<file path="src/rtl/bus_read_return.sv">
// bus_read_return: response side of the CPU peripheral bus.
// Registers the decoder's one-hot chip-select set for each CPU request, waits for
// the selected slave's ready, returns that slave's read data and pulses cpu_ready.
// Unmapped addresses, non-one-hot selects and slave timeouts get an error response
// carrying ERR_DATA.
//
// Optional feature macro: BUS_ERR_CAPTURE_EN
//   When defined, adds req_addr / err_addr / err_valid. The first error sets
//   err_valid, which then stays set until reset. Each error stores its request
//   address in err_addr.
//
// Handshake: req is a request strobe that is sampled only in IDLE. The CPU holds
// req, req_we and cs_* stable until it sees cpu_ready, which is a one-cycle
// completion pulse. cpu_err qualifies that pulse. A slave acknowledges with its
// rdy_* input, and its rdata_* is valid in the same cycle. A new request may be
// presented in the same cycle that cpu_ready is high.
//
// FSM state is visible on state_q, and busy is its registered decode.
module bus_read_return #(
    parameter int unsigned TIMEOUT_CYCLES = 255,
    parameter int unsigned CNT_W          = 8,
    parameter logic [31:0] ERR_DATA       = 32'hDEADBEEF
) (
    input  logic        clk,
    input  logic        reset,
    input  logic        req,
    input  logic        req_we,
    input  logic        cs_mem,
    input  logic        cs_keypad,
    input  logic        cs_gpio,
    input  logic        cs_uart,
    input  logic        cs_spi,
    input  logic        rdy_mem,
    input  logic        rdy_keypad,
    input  logic        rdy_gpio,
    input  logic        rdy_uart,
    input  logic        rdy_spi,
    input  logic [31:0] rdata_mem,
    input  logic [31:0] rdata_keypad,
    input  logic [31:0] rdata_gpio,
    input  logic [31:0] rdata_uart,
    input  logic [31:0] rdata_spi,
`ifdef BUS_ERR_CAPTURE_EN
    input  logic [31:0] req_addr,
    output logic [31:0] err_addr,
    output logic        err_valid,
`endif
    output logic [31:0] cpu_rdata,
    output logic        cpu_ready,
    output logic        cpu_err,
    output logic        busy
);

    typedef enum logic [0:0] {
        IDLE = 1'b0,
        WAIT = 1'b1
    } state_t;

    // Last WAIT count before giving up. The counter holds 0..TIMEOUT_CYCLES-1.
    localparam logic [CNT_W-1:0] CNT_LAST = CNT_W'(TIMEOUT_CYCLES - 1);

    state_t           state_q, state_d;
    logic [4:0]       sel_q, sel_d;
    logic             we_q, we_d;
    logic [CNT_W-1:0] cnt_q, cnt_d;
    logic [31:0]      rdata_q, rdata_d;
    logic             ready_q, ready_d;
    logic             err_q, err_d;
    logic             busy_q, busy_d;

    // Bit order everywhere: 0 mem, 1 keypad, 2 gpio, 3 uart, 4 spi.
    logic [4:0]       cs_vec;
    logic [4:0]       rdy_vec;
    logic             sel_rdy;
    logic [31:0]      sel_rdata;

    assign cs_vec  = {cs_spi, cs_uart, cs_gpio, cs_keypad, cs_mem};
    assign rdy_vec = {rdy_spi, rdy_uart, rdy_gpio, rdy_keypad, rdy_mem};

    // Ready and read data of the latched slave. sel_q is one-hot, so an AND-OR mux is enough.
    always_comb begin
        sel_rdy   = |(sel_q & rdy_vec);
        sel_rdata = ({32{sel_q[0]}} & rdata_mem)
                  | ({32{sel_q[1]}} & rdata_keypad)
                  | ({32{sel_q[2]}} & rdata_gpio)
                  | ({32{sel_q[3]}} & rdata_uart)
                  | ({32{sel_q[4]}} & rdata_spi);
    end

    // Next-state and response logic. Response outputs default to idle and rdata holds.
    always_comb begin
        state_d = state_q;
        sel_d   = sel_q;
        we_d    = we_q;
        cnt_d   = cnt_q;
        rdata_d = rdata_q;
        ready_d = 1'b0;
        err_d   = 1'b0;

        case (state_q)
            IDLE: begin
                if (req) begin
                    if ($onehot(cs_vec)) begin
                        sel_d   = cs_vec;
                        we_d    = req_we;
                        cnt_d   = '0;
                        state_d = WAIT;
                    end else begin
                        // Either no select or several selects: answer at once, stay in IDLE.
                        ready_d = 1'b1;
                        err_d   = 1'b1;
                        rdata_d = ERR_DATA;
                    end
                end
            end
            WAIT: begin
                if (sel_rdy) begin
                    // Ready takes priority over a timeout in the same cycle.
                    ready_d = 1'b1;
                    rdata_d = we_q ? 32'h0 : sel_rdata;
                    state_d = IDLE;
                end else if (cnt_q == CNT_LAST) begin
                    ready_d = 1'b1;
                    err_d   = 1'b1;
                    rdata_d = ERR_DATA;
                    state_d = IDLE;
                end else if (cnt_q != '1) begin
                    // The saturation guard keeps the counter from wrapping for any parameter choice.
                    cnt_d = cnt_q + 1'b1;
                end
            end
            default: begin
                state_d = IDLE;
            end
        endcase

        busy_d = (state_d == WAIT);
    end

    // State and response registers, with synchronous reset to all zero.
    always_ff @(posedge clk) begin
        if (reset) begin
            state_q <= IDLE;
            sel_q   <= '0;
            we_q    <= 1'b0;
            cnt_q   <= '0;
            rdata_q <= '0;
            ready_q <= 1'b0;
            err_q   <= 1'b0;
            busy_q  <= 1'b0;
        end else begin
            state_q <= state_d;
            sel_q   <= sel_d;
            we_q    <= we_d;
            cnt_q   <= cnt_d;
            rdata_q <= rdata_d;
            ready_q <= ready_d;
            err_q   <= err_d;
            busy_q  <= busy_d;
        end
    end

    assign cpu_rdata = rdata_q;
    assign cpu_ready = ready_q;
    assign cpu_err   = err_q;
    assign busy      = busy_q;

`ifdef BUS_ERR_CAPTURE_EN
    logic [31:0] addr_q, addr_d;
    logic [31:0] err_addr_q, err_addr_d;
    logic        err_valid_q, err_valid_d;

    // Latch the request address. Record it whenever an error response is issued.
    always_comb begin
        addr_d      = addr_q;
        err_addr_d  = err_addr_q;
        err_valid_d = err_valid_q;
        if (state_q == IDLE && req) begin
            addr_d = req_addr;
        end
        if (err_d) begin
            // An unmapped request never reaches WAIT, so its address comes straight from req_addr.
            err_addr_d  = (state_q == IDLE) ? req_addr : addr_q;
            err_valid_d = 1'b1;
        end
    end

    // Error-capture registers, with synchronous reset.
    always_ff @(posedge clk) begin
        if (reset) begin
            addr_q      <= '0;
            err_addr_q  <= '0;
            err_valid_q <= 1'b0;
        end else begin
            addr_q      <= addr_d;
            err_addr_q  <= err_addr_d;
            err_valid_q <= err_valid_d;
        end
    end

    assign err_addr  = err_addr_q;
    assign err_valid = err_valid_q;
`endif

endmodule
</file>
<file path="config.mk">
export PLATFORM = sky130hd
export DESIGN_NAME = bus_read_return
export DESIGN_NICKNAME = d
export VERILOG_FILES = /design/src/rtl/bus_read_return.sv
export SDC_FILE = /design/constraint.sdc
export NUM_CORES = 1
export LEC_CHECK = 0
export CAP_MARGIN = 30
export CORE_AREA = 2 2 80 82
export CTS_BUF_LIST = sky130_fd_sc_hd__clkbuf_2
export DETAILED_ROUTE_END_ITERATION = 10
export DIE_AREA = 0 0 82 84
export DONT_BUFFER_PORTS = 1
export PLACE_DENSITY = 0.74
export SYNTH_ARGS = -nofsm -noshare
export SYNTH_HDL_FRONTEND = slang
export SYNTH_SLANG_ARGS = --single-unit
</file>
<file path="constraint.sdc">
create_clock -name clk -period 3.2 [get_ports clk]
set_clock_uncertainty 0.05 [all_clocks]
set_input_delay 0.32 -clock clk [delete_from_list [all_inputs] [get_ports clk]]
set_output_delay 0.32 -clock clk [all_outputs]
set_load 0.02 [all_outputs]
</file>
==> run_results.csv, run 1 <==
group,metric,value,unit
sta,worstMarginPinSlew,0.954,ns
place,dp_slack,0.122,ns
drt,drt_wl_total,9150,µm
pwr,power_frac_comb,0.229,
grt,grt_start_max_net_pins,45,
sta,drv_slew,0,
sta,max_freq,0.384,GHz
finish,area_growth,4.20,%
clock_network,cts_setup_buffers,0,
drt,drc,0,
yosys,ys_ff_latch,49,
floorplan,num_rows,29,
drt,viasPerCell,6.87,
clock_network,clock_tree.buffer_depth,2,
finish,stdcell_count,434,
yosys,ys.flop_type,"dfxtp_1",
yosys,yosys_warnings,0,
sta,hold_slack,0.0498,ns
pwr,clock_power_share,0.230,
yosys,ys_seq_area_frac,0.343,
floorplan,start_util,0.469,
yosys,synthesis.area,2860,µm²
clock_network,clk_latency,0.44,ns
finish,drive_gt1_frac,0.0560,
drt,vias,2983,
critical_path,worstPathMaxFanout,4,
worst_hold_path,hp-class,"input port to register",
grt,antenna_found_initial,0,
critical_path,rr_worst_depth,5,
worst_hold_path,hold_end,"cnt_q[2]$_SDFFE_PP0P_",
sta,fin_crit,2.60,ns
critical_path,worstSetupEndpointType,"register",
critical_path,critPathKind,"input port to register",
pwr,power_leakage,0.00105,µW
place,dpl.hpwl,6420,µm
pwr,swShare,0.362,
grt,overflow,0,
job,maxCapViolCount,0,
yosys,avgSynthCellArea,7.67,µm²
sta,relSlewSlack,0.363,
yosys,synth-edff-count,0,
place,io_buffers,0,
sta,setup_ws,0.595,ns
drt,ant_nets,0,
yosys,async_flop_share,0,
critical_path,r2r-start,"busy$_SDFF_PP0_",
pwr,p_switching,533,µW
yosys,synth_cell_type_count,39,
drt,dr.pass1.iters,8,
floorplan,coreArea,6100,µm²
clock_network,clock-sinks,49,
place,routabilityCongestion,0.825,
status,outcome,"complete, no violations",
sta,rsz0062_at_grt,"false",
critical_path,worst_setup_path_start_kind,"input port",
yosys,syn_inst,373,
worst_hold_path,worstHoldStart,"reset",
grt,grt_usage,0.246,
critical_path,worstSetupStartpoint,"cs_mem",
critical_path,timing.rr.end,"cpu_rdata[29]$_SDFFE_PP0P_",
pwr,power,1480,µW
clock_network,clk_pin_slew,0.27,ns
place,dp_cells,422,
floorplan,dieHeight,84,µm
pwr,vdd.ir_drop.worst,0.000246,V
yosys,synth_nets,552,
pwr,sequentialPowerShare,0.541,
critical_path,crit_arrival,2.97,ns
floorplan,die_x,82,µm
clock_network,cts_tree,"done",
grt,grt_first_pass_wirelength,13200,µm
critical_path,ff2ff_setup_slack,0.86,ns
clock_network,htreeDepth,2,
floorplan,io_pins,209,
clock_network,cts-root-buf,"clkbuf_2",
pwr,power.internal,942,µW
pwr,power_density,495,nW/µm²
finish,diodes,0,
worst_hold_path,worstHoldPathCells,3,
floorplan,die-area,6890,µm²
sta,timing.final.crit_share,0.814,
sta,setup_tns,0,ns
drt,wire_per_inst,21.1,µm
drt,drt_iter0_markers,347,
clock_network,cts_buffers,5,
sta,setup_violations,0,
finish,nets,535,
critical_path,critPathRequiredTime,3.56,ns
grt,grt_pass1_vias,2606,
sta,hold_violations,0,
==> layer usage <==
layer  vias to the layer above  share of wire  global-route usage
met1                      1357           0.39               0.312
met3                        19           0.12              0.0595
met4                         0          0.016              0.0727
li1                       1376              -                   -
met2                       231           0.47               0.407
met5                         -              0                   0
==> Yosys cell counts, types with 2 or more instances <==
cell type | n | area, µm²
nor3_1 | 24 | 120
ha_1 | 3 | 37.5
buf_1 | 3 | 11.3
or4_1 | 4 | 30.0
buf_6 | 2 | 22.5
nand3_1 | 8 | 40.0
inv_1 | 8 | 30.0
a222oi_1 | 32 | 320
fa_1 | 2 | 40.0
dfxtp_1 | 49 | 981
nand4_1 | 3 | 18.8
and2_1 | 3 | 18.8
o21ai_0 | 8 | 40.0
a21oi_1 | 35 | 175
a22oi_1 | 40 | 300
clkbuf_1 | 25 | 93.8
buf_2 | 5 | 25.0
a31oi_1 | 3 | 18.8
nor2_1 | 71 | 267
nand2_1 | 25 | 93.8
o211ai_1 | 2 | 15.0
==> registers in the layout, summed over array words and instances, names as in the netlist <==
signal	cells
cpu_err	1
cnt_q	8
sel_q	5
cpu_rdata	32
we_q	1
busy	1
cpu_ready	1
==> power by group through the flow <==
stage          clock network (µW)  registers (µW)  logic, µW
5_1_grt                       368             805        385
2_1_floorplan                   0             785        280
3_5_place_dp                    0             811        322
6_report                      340             798        337
4_1_cts                       351             799        338
3_3_place_gp                    0             810        305
==> kinds of logic (layout without fill, tap and decap cells) <==
family	count (synthesis)	after routing	share of synthesized area
AO/OA/AOI/OAI	126	126	0.327
AND/OR/NAND/NOR	149	149	0.236
buffers and inverters	43	27	0.0639
adder cells (fa/ha/maj)	5	5	0.0271
multiplexers	1	1	0.00350
flip-flops	49	49	0.343
==> how the worst max path moves through the flow <==
stage | to | slack (ns) | depth (start not counted)
after global routing | cpu_rdata[5]$_SDFFE_PP0P_ | 0.46 | 11
after CTS | cpu_rdata[11]$_SDFFE_PP0P_ | 0.63 | 11
after global placement | cpu_rdata[1]$_SDFFE_PP0P_ | 0.08 | 10
final | sel_q[4]$_SDFFE_PP0P_ | 0.60 | 10
after floorplan | cpu_rdata[10]$_SDFFE_PP0P_ | 0.39 | 11
after detailed placement | cpu_rdata[11]$_SDFFE_PP0P_ | 0.12 | 11
==> per-stage QoR <==
stage               area [µm²]   util
CTS                       2980  0.489
finish                    2980  0.489
global route              2980  0.489
detailed placement        2860  0.470
floorplan                 2860      -
global placement          2850  0.467
==> area by class of cell <==
type | instances | area (µm²)
timing repair buffer | 11 | 110
fill | 610 | 3120
sequential | 49 | 981
tap | 77 | 96.3
inverter | 8 | 30.0
multi-input combinational | 281 | 1700
clock inverter | 3 | 41.3
clock buffer | 5 | 25.0
==> critical path: stages <==
cell and delay [ns]:
inv_1 0.04, fa_1 0.53, inv_1 0.05, fa_1 0.36
ha_1 0.31, nor3b_1 0.31, and2_1 0.29, nand2_1 0.08
a21oi_1 0.12, dlygate4sd3_1 0.55
==> cell usage in the layout (no fill, tap or decap), types with 2 or more instances in the layout <==
master,netlist,final
dlygate4sd3_1,0,3
o211ai_1,2,2
nor2_1,71,71
and2_1,3,3
a22oi_1,40,40
dfxtp_1,49,49
buf_4,0,6
a222oi_1,32,32
nand4_1,3,3
inv_1,8,8
a31oi_1,3,3
nor3_1,24,24
clkbuf_2,0,5
nand2_1,25,25
nand3_1,8,8
or4_1,4,4
o21ai_0,8,8
a21oi_1,35,35
fa_1,2,2
ha_1,3,3
==> timing repair <==
item	4_1_cts	5_1_grt
resized for setup	0	0
setup endpoints to repair	0	0
endpoints found under the hold margin	44	0
hold buffers	4	0
No activity file was read; power rests on OpenSTA's default activity.
==> run 2, diff against run 1 <==
Clock period 3.2 ns to 2.4 ns, I/O delays scaled along.
==> run_results.csv, run 2 (same netlist as run 1, synthesis figures left out) <==
group,metric,value,unit
pwr,power,2070,µW
clock_network,clk_latency,0.45,ns
sta,hold_violations,0,
critical_path,ff2ff_setup_slack,0.06,ns
drt,ant_nets,0,
critical_path,r2r-start,"sel_q[4]$_SDFFE_PP0P_",
worst_hold_path,hold_end,"cpu_rdata[17]$_SDFFE_PP0P_",
floorplan,die_x,82,µm
finish,nets,564,
pwr,power_density,621,nW/µm²
drt,viasPerCell,6.82,
critical_path,path_cells,"buf_8 > a22oi_1 > dlygate4sd3_1 > nand2_1 > dlygate4sd3_1 > a22oi_1 > nor2_1",
grt,use_met1,0.343,
critical_path,path_delay_family,"buffers and inverters",
critical_path,critPathKind,"register to register",
clock_network,clock-sinks,49,
job,maxCapViolCount,0,
pwr,power_leakage,0.00118,µW
sta,relSlewSlack,0.622,
pwr,vdd.ir_drop.worst,0.000335,V
floorplan,start_util,0.469,
sta,hold_slack,0.0588,ns
sta,worstMarginPinSlew,0.565,ns
drt,vias,3159,
finish,area_growth,16.5,%
worst_hold_path,hp-class,"input port to register",
drt,drc,0,
place,routabilityCongestion,0.933,
critical_path,slowest_delay,0.59,ns
grt,grt_usage,0.268,
grt,use_met3,0.0639,
clock_network,htreeDepth,2,
grt,busiest_layer,"met2",
sta,drv_slew,0,
sta,setup_violations,0,
floorplan,coreArea,6100,µm²
finish,diodes,0,
finish,layout_commonest_cell,"nor2_1",
clock_network,cts-root-buf,"clkbuf_2",
place,dp_cells,426,
grt,overflow,0,
sta,rsz0062_at_grt,"false",
clock_network,cts_buffers,5,
finish,stdcell_count,463,
critical_path,timing.rr.end,"cpu_rdata[14]$_SDFFE_PP0P_",
worst_hold_path,worstHoldPathCells,4,
clock_network,cts_tree,"done",
grt,grt_first_pass_wirelength,14200,µm
grt,grt_start_max_net_pins,46,
place,dpl.hpwl,6560,µm
drt,drt_wl_total,9700,µm
drt,wire_per_inst,21.0,µm
sta,max_freq,0.427,GHz
sta,fin_crit,2.34,ns
finish,largest_reg_flops,32,
finish,drive_gt1_frac,0.0907,
critical_path,rr_worst_depth,7,
floorplan,die-area,6890,µm²
critical_path,worstPathMaxFanout,33,
place,io_buffers,0,
grt,use_met2,0.455,
floorplan,dieHeight,84,µm
critical_path,worstSetupEndpointType,"register",
critical_path,crit_arrival,2.68,ns
grt,antenna_found_initial,0,
sta,timing.final.crit_share,0.976,
critical_path,cp.buffers_inverters,3,
drt,drt_iter0_markers,434,
floorplan,num_rows,29,
critical_path,worst_setup_path_start_kind,"register",
critical_path,critPathRequiredTime,2.74,ns
floorplan,io_pins,209,
clock_network,clock_tree.buffer_depth,2,
critical_path,cp_slowest_cell,"dlygate4sd3_1",
clock_network,clk_pin_slew,0.28,ns
grt,grt_pass1_vias,2801,
finish,final_cell_mix,"71 x nor2_1, 48 x dfxtp_1, 39 x a22oi_1",
drt,dr.pass1.iters,7,
worst_hold_path,worstHoldStart,"rdata_spi[17]",
status,outcome,"complete, no violations",
## run 2: through the flow
| stage | instance area, µm² | utilization | TNS (ns) | worst slack, ns |
|---|---|---|---|---|
| global route | 3330 | 0.547 | 0 | 0.00820 |
| finish | 3330 | 0.547 | 0 | 0.0565 |
| CTS | 3310 | 0.542 | 0 | 0.0325 |
| floorplan | 2910 | - | -1.78 | -0.0759 |
| detailed placement | 2930 | 0.481 | -7.29 | -0.289 |
| global placement | 2930 | 0.481 | -4.56 | -0.190 |
## run 2: final cells by class
type                            count  area, µm²
Clock buffer                        5       25.0
Fill cell                         561       2760
Clock inverter                      3       46.3
Timing Repair Buffer               40        410
Tap cell                           77       96.3
Multi-Input combinational cell    281       1730
Sequential cell                    49        982
Inverter                            8       37.5
## run 2: timing repair
| action | CTS | global route |
|---|---|---|
| hold buffers | 29 | 0 |
| gates resized for setup | 0 | 7 |
| hold endpoints to repair | 48 | 0 |
| setup endpoints to repair | 0 | 5 |
| buffers inserted | 0 | 0 |
## run 2: worst min-delay path: stages
cell and delay, ns:
a22oi_1 0.07, nand2_1 0.10, a22oi_1 0.06, nor2_1 0.08
## run 2: per-layer routing
metal  part of all wire  vias up
met4             0.0076        0
li1                   -     1451
met1               0.39     1486
met5                  0        -
met3               0.10        9
met2               0.51      213
## run 2: where the power goes
part	switching [µW]	leakage [µW]	internal, µW
Sequential	159	0.000401	899
Clock	280	0.0000392	177
Combinational	300	0.000744	255
## run 2: worst max path at each step
| stage | start | endpoint | slack (ns) | cells after the start |
|---|---|---|---|---|
| global placement | cs_mem | cpu_rdata[29]$_SDFFE_PP0P_ | -0.19 | 10 |
| global route | sel_q[4]$_SDFFE_PP0P_ | cpu_rdata[14]$_SDFFE_PP0P_ | 0.008 | 7 |
| floorplan | cs_mem | cpu_rdata[11]$_SDFFE_PP0P_ | -0.08 | 11 |
| finish | sel_q[4]$_SDFFE_PP0P_ | cpu_rdata[14]$_SDFFE_PP0P_ | 0.06 | 7 |
| CTS | sel_q[3]$_SDFFE_PP0P_ | cpu_rdata[14]$_SDFFE_PP0P_ | 0.03 | 7 |
| detailed placement | cs_mem | cpu_rdata[29]$_SDFFE_PP0P_ | -0.29 | 10 |
==> run 3, diff against run 2 <==
Settings changed: PLACE_DENSITY 0.74 to default, PLACE_DENSITY_LB_ADDON from default to 0.25.
==> run_results.csv, run 3 (same netlist as run 1, synthesis figures left out) <==
group,metric,value,unit
drt,dr.pass1.iters,6,
pwr,power,1990,µW
sta,rsz0062_at_grt,"false",
pwr,vdd.ir_drop.worst,0.000273,V
grt,overflow,0,
drt,wire_per_inst,21.2,µm
floorplan,die_x,82,µm
sta,setup_violations,0,
critical_path,worst_setup_path_start_kind,"input port",
place,dpl.hpwl,6620,µm
pwr,power_frac_comb,0.250,
drt,drt_iter0_markers,371,
finish,drive_gt1_frac,0.0877,
critical_path,worstSetupEndpointType,"register",
floorplan,io_pins,209,
pwr,power_density,645,nW/µm²
critical_path,worstPathMaxFanout,3,
clock_network,clk_latency,0.43,ns
grt,grt_usage,0.263,
sta,setup_ws,0.0770,ns
floorplan,num_rows,29,
sta,timing.final.crit_share,0.968,
grt,grt_first_pass_wirelength,13900,µm
critical_path,critPathRequiredTime,2.75,ns
floorplan,coreArea,6100,µm²
sta,worstMarginPinSlew,0.631,ns
floorplan,dieHeight,84,µm
finish,seqCellArea,981,µm²
drt,drt_wl_total,9370,µm
grt,antenna_found_initial,0,
worst_hold_path,hp-class,"input port to register",
clock_network,clock_tree.buffer_depth,2,
pwr,power_leakage,0.00110,µW
drt,drc,0,
finish,diodes,0,
clock_network,cts_tree,"done",
finish,area_growth,7.87,%
clock_network,cts_buffers,5,
place,placed_area,2940,µm²
critical_path,crit_arrival,2.67,ns
place,dp_slack,-0.256,ns
critical_path,critPathKind,"input port to register",
finish,layout_commonest_cell,"nor2_1",
sta,relSlewSlack,0.578,
job,maxCapViolCount,0,
clock_network,clk_pin_slew,0.25,ns
finish,final_cell_area,3090,µm²
sta,max_freq,0.430,GHz
pwr,sequentialPowerShare,0.531,
sta,drv_slew,0,
drt,ant_nets,0,
finish,final_cell_mix,"71 x nor2_1, 49 x dfxtp_1, 40 x a22oi_1",
sta,hold_violations,0,
place,io_buffers,0,
clock_network,htreeDepth,2,
clock_network,clock-sinks,49,
critical_path,path_cells,"inv_8 > fa_1 > inv_1 > fa_2 > ha_4 > nor3b_1 > and2_1 > buf_4 > nand2_1 > a21oi_1 > dlygate4sd3_1",
pwr,clock_power_share,0.220,
pwr,power.internal,1290,µW
sta,fin_crit,2.32,ns
floorplan,start_util,0.469,
drt,vias,3025,
clock_network,cts-root-buf,"clkbuf_2",
finish,fill_cells,607,
critical_path,slowest_delay,0.55,ns
pwr,swShare,0.352,
status,outcome,"complete, no violations",
grt,grt_start_max_net_pins,45,
floorplan,die-area,6890,µm²
finish,multi_input_area,1720,µm²
drt,viasPerCell,6.84,
finish,nets,543,
grt,grt_pass1_vias,2737,
place,routabilityCongestion,0.896,
finish,final_util,0.506,
critical_path,cp_slowest_cell,"dlygate4sd3_1",
finish,largest_reg_flops,32,
pwr,p_switching,700,µW
[run 3: path summary, 6_finish.rpt]
path	from	slack (ns)	endpoint	depth (start not counted)
max	cs_mem	0.08	we_q$_SDFFE_PP0P_	11
min	cs_keypad	0.02	sel_q[1]$_SDFFE_PP0P_	4
max reg2reg	sel_q[2]$_SDFFE_PP0P_	0.43	cpu_rdata[22]$_SDFFE_PP0P_	6
min reg2reg	cnt_q[7]$_SDFFE_PP0P_	0.45	cnt_q[7]$_SDFFE_PP0P_	2
[run 3: repair_timing]
action                     4_1_cts  5_1_grt
hold endpoints to repair        44        0
setup endpoints to repair        0        0
gates resized for setup          0        0
hold buffers                     7        0
setup buffers                    0        0
[run 3: metrics by stage]
step	setup TNS [ns]	hold WS [ns]	instances
3_5_place_dp	-6.51	0.271	427
2_1_floorplan	-1.78	0.326	373
3_3_place_gp	-5.16	0.268	427
5_1_grt	0	0.0112	442
6_report	0	0.0223	442
4_1_cts	0	0.00465	442
[run 3: metal layers]
metal	part of all wire	GRT usage
met1	0.40	0.326
met5	0	0
met4	0.013	0.0636
met2	0.49	0.451
met3	0.10	0.0660
[run 3: area by class of cell]
| cell class | instances | area share |
|---|---|---|
| Inverter | 8 | 0.0122 |
| Clock buffer | 6 | 0.00973 |
| Multi-Input combinational cell | 281 | 0.559 |
| Clock inverter | 2 | 0.0109 |
| Timing Repair Buffer | 19 | 0.0592 |
| Tap cell | 77 | 0.0312 |
| Sequential cell | 49 | 0.318 |
[run 3: worst max-delay path, delay by kind of cell]
family,cells,cell delay (ns)
adders and majority gates,3,1.09
AOI/OAI and AO/OA,1,0.11
buffers and inverters,4,0.74
and+or+nand+nor,3,0.48
[run 3: power groups by stage]
| stage | Combinational (µW) | Sequential, µW | Clock, µW |
|---|---|---|---|
| floorplan | 400 | 1050 | 0 |
| global placement | 460 | 1070 | 0 |
| detailed placement | 470 | 1070 | 0 |
| CTS | 497 | 1060 | 454 |
| global route | 561 | 1070 | 486 |
| finish | 497 | 1060 | 437 |
